**config.mk**
```make
export PLATFORM = sky130hd
export DESIGN_NAME = bus_key_sequencer
export DESIGN_NICKNAME = d
export VERILOG_FILES = /design/src/rtl/bus_key_sequencer.sv
export SDC_FILE = /design/constraint.sdc
export NUM_CORES = 1
export LEC_CHECK = 0
export CAP_MARGIN = 20
export CORE_ASPECT_RATIO = 0.7
export CORE_MARGIN = 4
export CORE_UTILIZATION = 35
export DETAILED_ROUTE_END_ITERATION = 12
export GPL_TIMING_DRIVEN = 0
export PLACE_DENSITY = 0.66
export SLEW_MARGIN = 5
export SYNTH_ARGS = -nofsm -noshare
export SYNTH_HDL_FRONTEND = slang
export SYNTH_SLANG_ARGS = --single-unit
```
**constraint.sdc**
```tcl
create_clock -name clk -period 1.7 [get_ports clk]
set_input_delay 0.255 -clock clk [delete_from_list [all_inputs] [get_ports clk]]
set_output_delay 0.255 -clock clk [all_outputs]
set_load 0.02 [all_outputs]
```
**src/rtl/bus_key_sequencer.sv**
```systemverilog
// bus_key_sequencer: snoops qualified bus reads, steps an LFSR per access
// and unlocks once a programmable address-field key sequence is seen.
module bus_key_sequencer #(
    parameter int                         ADDR_W   = 14,
    parameter logic [1:0]                 WIN      = 2'b01,
    parameter int                         NIB_LSB  = 4,
    parameter int                         NIB_W    = 4,
    parameter int                         DEPTH    = 4,
    parameter int                         STATE_W  = 6,
    parameter logic [STATE_W-1:0]         SEED     = 6'h01,
    parameter logic [STATE_W-1:0]         TAPS     = 6'h30,
    parameter logic [STATE_W-1:0]         OUT_MASK = 6'h2D,
    parameter logic [DEPTH*NIB_W-1:0]     INIT     = 16'h5A3C,
    localparam int                        IDX_W    = $clog2(DEPTH)
) (
    input  logic               clk,
    input  logic               rst_n,
    input  logic [ADDR_W-1:0]  bus_addr,
    input  logic               bus_rd,
    input  logic               sser_n,
    input  logic               bus_stb,
    input  logic               cfg_we,
    input  logic [IDX_W-1:0]   cfg_idx,
    input  logic [NIB_W-1:0]   cfg_nib,
    output logic               rd_oe,
    output logic               rd_data,
    output logic               unlocked,
    output logic [IDX_W-1:0]   seq_idx,
    output logic [STATE_W-1:0] state
);

    typedef enum logic {
        S_LOCKED   = 1'b0,
        S_UNLOCKED = 1'b1
    } lock_t;

    localparam logic [IDX_W-1:0] LAST = IDX_W'(DEPTH - 1);

    lock_t              lock_q, lock_d;
    logic [IDX_W-1:0]   idx_d;
    logic [NIB_W-1:0]   key_tab [DEPTH];
    logic               sel, acc, cfg_ok;
    logic [NIB_W-1:0]   fld;
    logic [STATE_W-1:0] lfsr_fb, lfsr_nxt;
    logic               unused_addr;

    assign sel = ~sser_n & bus_rd & (bus_addr[ADDR_W-1 -: 2] == WIN);
    assign acc = sel & bus_stb;
    assign fld = bus_addr[NIB_LSB +: NIB_W];
    assign unused_addr = ^bus_addr;

    // A table index beyond DEPTH-1 is only reachable for non power-of-two depths.
    generate
        if ((2 ** IDX_W) == DEPTH) begin : g_full_idx
            assign cfg_ok = 1'b1;
        end else begin : g_part_idx
            assign cfg_ok = (32'(cfg_idx) < DEPTH);
        end
    endgenerate

    // LFSR step, falling back to the seed instead of locking up at zero.
    always_comb begin
        lfsr_fb  = {state[STATE_W-2:0], ^(state & TAPS)};
        lfsr_nxt = (lfsr_fb == '0) ? SEED : lfsr_fb;
    end

    // LFSR register advances once per qualified access.
    always_ff @(posedge clk or negedge rst_n) begin
        if (!rst_n) begin
            state <= SEED;
        end else if (acc) begin
            state <= lfsr_nxt;
        end
    end

    // Key table: reloaded from INIT on reset, writable through the cfg port.
    always_ff @(posedge clk or negedge rst_n) begin
        if (!rst_n) begin
            for (int i = 0; i < DEPTH; i++) begin
                key_tab[i] <= INIT[i*NIB_W +: NIB_W];
            end
        end else if (cfg_we && cfg_ok) begin
            key_tab[cfg_idx] <= cfg_nib;
        end
    end

    // Lock state and sequence position registers.
    always_ff @(posedge clk or negedge rst_n) begin
        if (!rst_n) begin
            lock_q  <= S_LOCKED;
            seq_idx <= '0;
        end else begin
            lock_q  <= lock_d;
            seq_idx <= idx_d;
        end
    end

    // Sequence matcher; a valid config write overrides matching that cycle.
    always_comb begin
        lock_d = lock_q;
        idx_d  = seq_idx;
        if (cfg_we && cfg_ok) begin
            lock_d = S_LOCKED;
            idx_d  = '0;
        end else if (acc) begin
            unique case (lock_q)
                S_LOCKED: begin
                    if (fld == key_tab[seq_idx]) begin
                        if (seq_idx == LAST) begin
                            lock_d = S_UNLOCKED;
                            idx_d  = '0;
                        end else begin
                            idx_d = seq_idx + IDX_W'(1);
                        end
                    end else if (fld == key_tab[0]) begin
                        idx_d = IDX_W'(1);
                    end else begin
                        idx_d = '0;
                    end
                end
                S_UNLOCKED: begin
                    idx_d = '0;
                    if (fld == '1) begin
                        lock_d = S_LOCKED;
                    end
                end
                default: begin
                    lock_d = S_LOCKED;
                    idx_d  = '0;
                end
            endcase
        end
    end

    // Readout reflects the pre-update state during the strobe cycle.
    always_comb begin
        unlocked = (lock_q == S_UNLOCKED);
        rd_oe    = sel;
        rd_data  = sel & (unlocked ? ^(state & OUT_MASK) : 1'b1);
    end

endmodule

```
==> impl_metrics.tcl <==
set metrics [dict create \
    period_share_pct 115.5 \
    num_io_pins 37 \
    cts-root-buf "clkbuf_8" \
    die_h_um 58.50 \
    wl_met2_um 1344 \
    r2r_cells 6 \
    vdd_ir_drop_max_mv 0.3887 \
    stdcell_area_um2 1775 \
    io_buffers 28 \
    grt_pass1_wl_um 4416 \
    row_count 18 \
    hold_viol_final 0 \
    cts.sinks 25 \
    cts_made_buffers 3 \
    finalPower_mw 1.756 \
    clk_path_buf_depth 2 \
    worstSetupEndpointType "register" \
    vias 892 \
    worst_pin_slew_ns 0.3956 \
    pre_cts_ws_ns -0.3744 \
    syn-num-nets 118 \
    maxUsedRoutingLayer "met4" \
    ys_warn_count 0 \
    routed_via_density 4.956 \
    r2r-end "seq_idx[1]" \
    route.detailed.wl_per_inst_um 15.69 \
    min_path_type "in -> async" \
    grt_max_degree 26 \
    yosysTopAreaCellShare_pct 31.40 \
    first_iter_violations 34 \
    grt_overflow_total 0 \
    met3_length_um 133 \
    synth_cell_types 27 \
    fmax_mhz 509.4 \
    grt_util_all_layers_pct 12.56 \
    synth.area.top_cells "dfrtp_1, dfstp_2, mux2_2, mux4_1, xnor2_1" \
    rrSetupSlack_ns -0.26 \
    power_density_nw_per_um2 988.9 \
    startpoint "seq_idx[0]" \
    path_clk_slew_ns 0.09 \
    final_layout_size_suffix_gt1_share_pct 44.62 \
    routed_wl_um 2824 \
    max_cap_viol_count 0 \
    hpwl_um 2055 \
    relSlewSlack_pct 73.48 \
    ys_ff_latch 25 \
    start_util_pct 36.29 \
    grt_pass1_vias 884 \
    avgSynthCellArea_um2 14.01 \
    syn_inst 91 \
    crit_path_end "seq_idx[1]" \
    final_cell_mix "clkdlybuf4s50_1, mux2_2, dfrtp_1" \
    rr_startpoint "seq_idx[0]" \
    worstPathRequired_ns 1.91 \
    ant_nets 0 \
    core_area_um2 3513 \
    yosys.area.top_type "dfrtp_1" \
    area_delta_synth_final_pct 39.25 \
    ctsHtreeMaxLevel 1 \
    crit_arrival_ns 2.18 \
    whs_ns 0.2226 \
    layout_commonest_cell "clkdlybuf4s50_1" \
    status "complete, but fails checks" \
    dieWidth_um 80.14 \
    worst-setup-path-type "reg -> reg" \
    violations "setup timing" \
    p_leak_nw 0.7565 \
    clk-insertion-delay-late_ns 0.27 \
    drt-met1-wl_um 1330 \
    cp_max_fo 5 \
    gp_congestion 0.7068 \
    drcViolationCount 0 \
    min_period_ns 1.963 \
    fin_nets 158 \
    ys_seq_area_share_pct 49.95 \
    antenna_found_initial 0 \
    die_area_um2 4688 \
    antennaDiodeCount 0 \
    clock_skew_ns 0.001563 \
    fin_util_pct 50.53 \
    grt_setup_unrepaired "true" \
    layout_setup_ws_ns -0.2633 \
    placed_cell_area_um2 1604 \
    startpoint_type "register" \
    netlist_area_um2 1275 \
    report.final.slew_viol_count 0 \
    drt-pass1-iter-count 4 \
    setup_viol 4 \
    tritoncts "done" \
]
critical path: stages, from the launching register on:
cell,delay [ns]
dfrtp_2,0.38
buf_6,0.13
mux4_2,0.54
xnor2_2,0.14
nand4_1,0.14
or4_4,0.44
a21oi_2,0.12
state kept, by name, indices dropped and copies added, names as in the netlist:
| name | count |
|---|---|
| unlocked | 1 |
| key_tab | 16 |
| seq_idx | 2 |
| state | 6 |
timing repair:
item	CTS	global route
gates resized for setup	14	10
pin swaps	5	3
endpoints found under the hold margin	0	0
setup buffers	4	3
setup endpoints to repair	14	5
hold buffers	0	0
metrics by stage:
| stage | setup TNS, ns | instances |
|---|---|---|
| 5_1_grt | -1.095 | 180 |
| 6_report | -0.7919 | 180 |
| 2_1_floorplan | -0.2906 | 91 |
| 4_1_cts | -0.5414 | 176 |
| 3_3_place_gp | -3.741 | 169 |
| 3_5_place_dp | -4.416 | 169 |
cells in the mapped netlist:
cell,count
mux2_2,21
dfrtp_1,16
dfstp_2,9
xnor2_1,9
mux4_1,4
inv_1,3
nand2_1,3
nand4_1,3
nand3_1,2
nand3b_1,2
nor3_1,2
xor2_1,2
a211oi_1,1
a21boi_0,1
a21o_1,1
a21oi_1,1
and4bb_2,1
buf_6,1
clkbuf_1,1
ha_1,1
nor4_1,1
o211a_1,1
o21ai_0,1
o311a_1,1
o311ai_0,1
o41ai_1,1
or4_1,1
cell type report:
type / count / area, um^2
repair buffers: 35 / 344.1
plain buffers: 2 / 16.27
multi-input cells: 61 / 653.1
inverters: 3 / 11.26
flip-flops and latches: 25 / 638.1
clock buffers: 3 / 41.29
fillers: 312 / 1738
well taps: 50 / 62.56
clock inverters: 1 / 8.758
layer usage:
metal | GRT usage (%) | up-vias
met2 | 19.81 | 17
met1 | 16.85 | 455
li1 | - | 418
met5 | 0 | -
met4 | 2.169 | 0
met3 | 4.740 | 2
worst min path at each step:
| stage | to | slack [ns] |
|---|---|---|
| after floorplan | key_tab[10] | -0.04 |
| final | key_tab[10] | 0.22 |
| after detailed placement | key_tab[11] | 0.49 |
| after global placement | key_tab[11] | 0.49 |
| after global routing | key_tab[10] | 0.23 |
| after CTS | key_tab[11] | 0.52 |
where the power goes:
part / leakage (nW) / switching [mW] / total, mW / internal (mW)
Sequential: 0.297 / 0.0842 / 0.817 / 0.733
Combinational: 0.433 / 0.222 / 0.560 / 0.338
Clock: 0.0261 / 0.207 / 0.379 / 0.172
cell families after synthesis:
family | count (synthesis) | synth area share, %
simple gates | 15 | 7.164
mux | 25 | 26.79
xor+xnor | 11 | 7.557
buf+inv | 5 | 2.060
flops | 25 | 49.95
fa+ha+maj | 1 | 0.9812
compound gates | 9 | 5.496
Power figures use the tool's default switching activity.
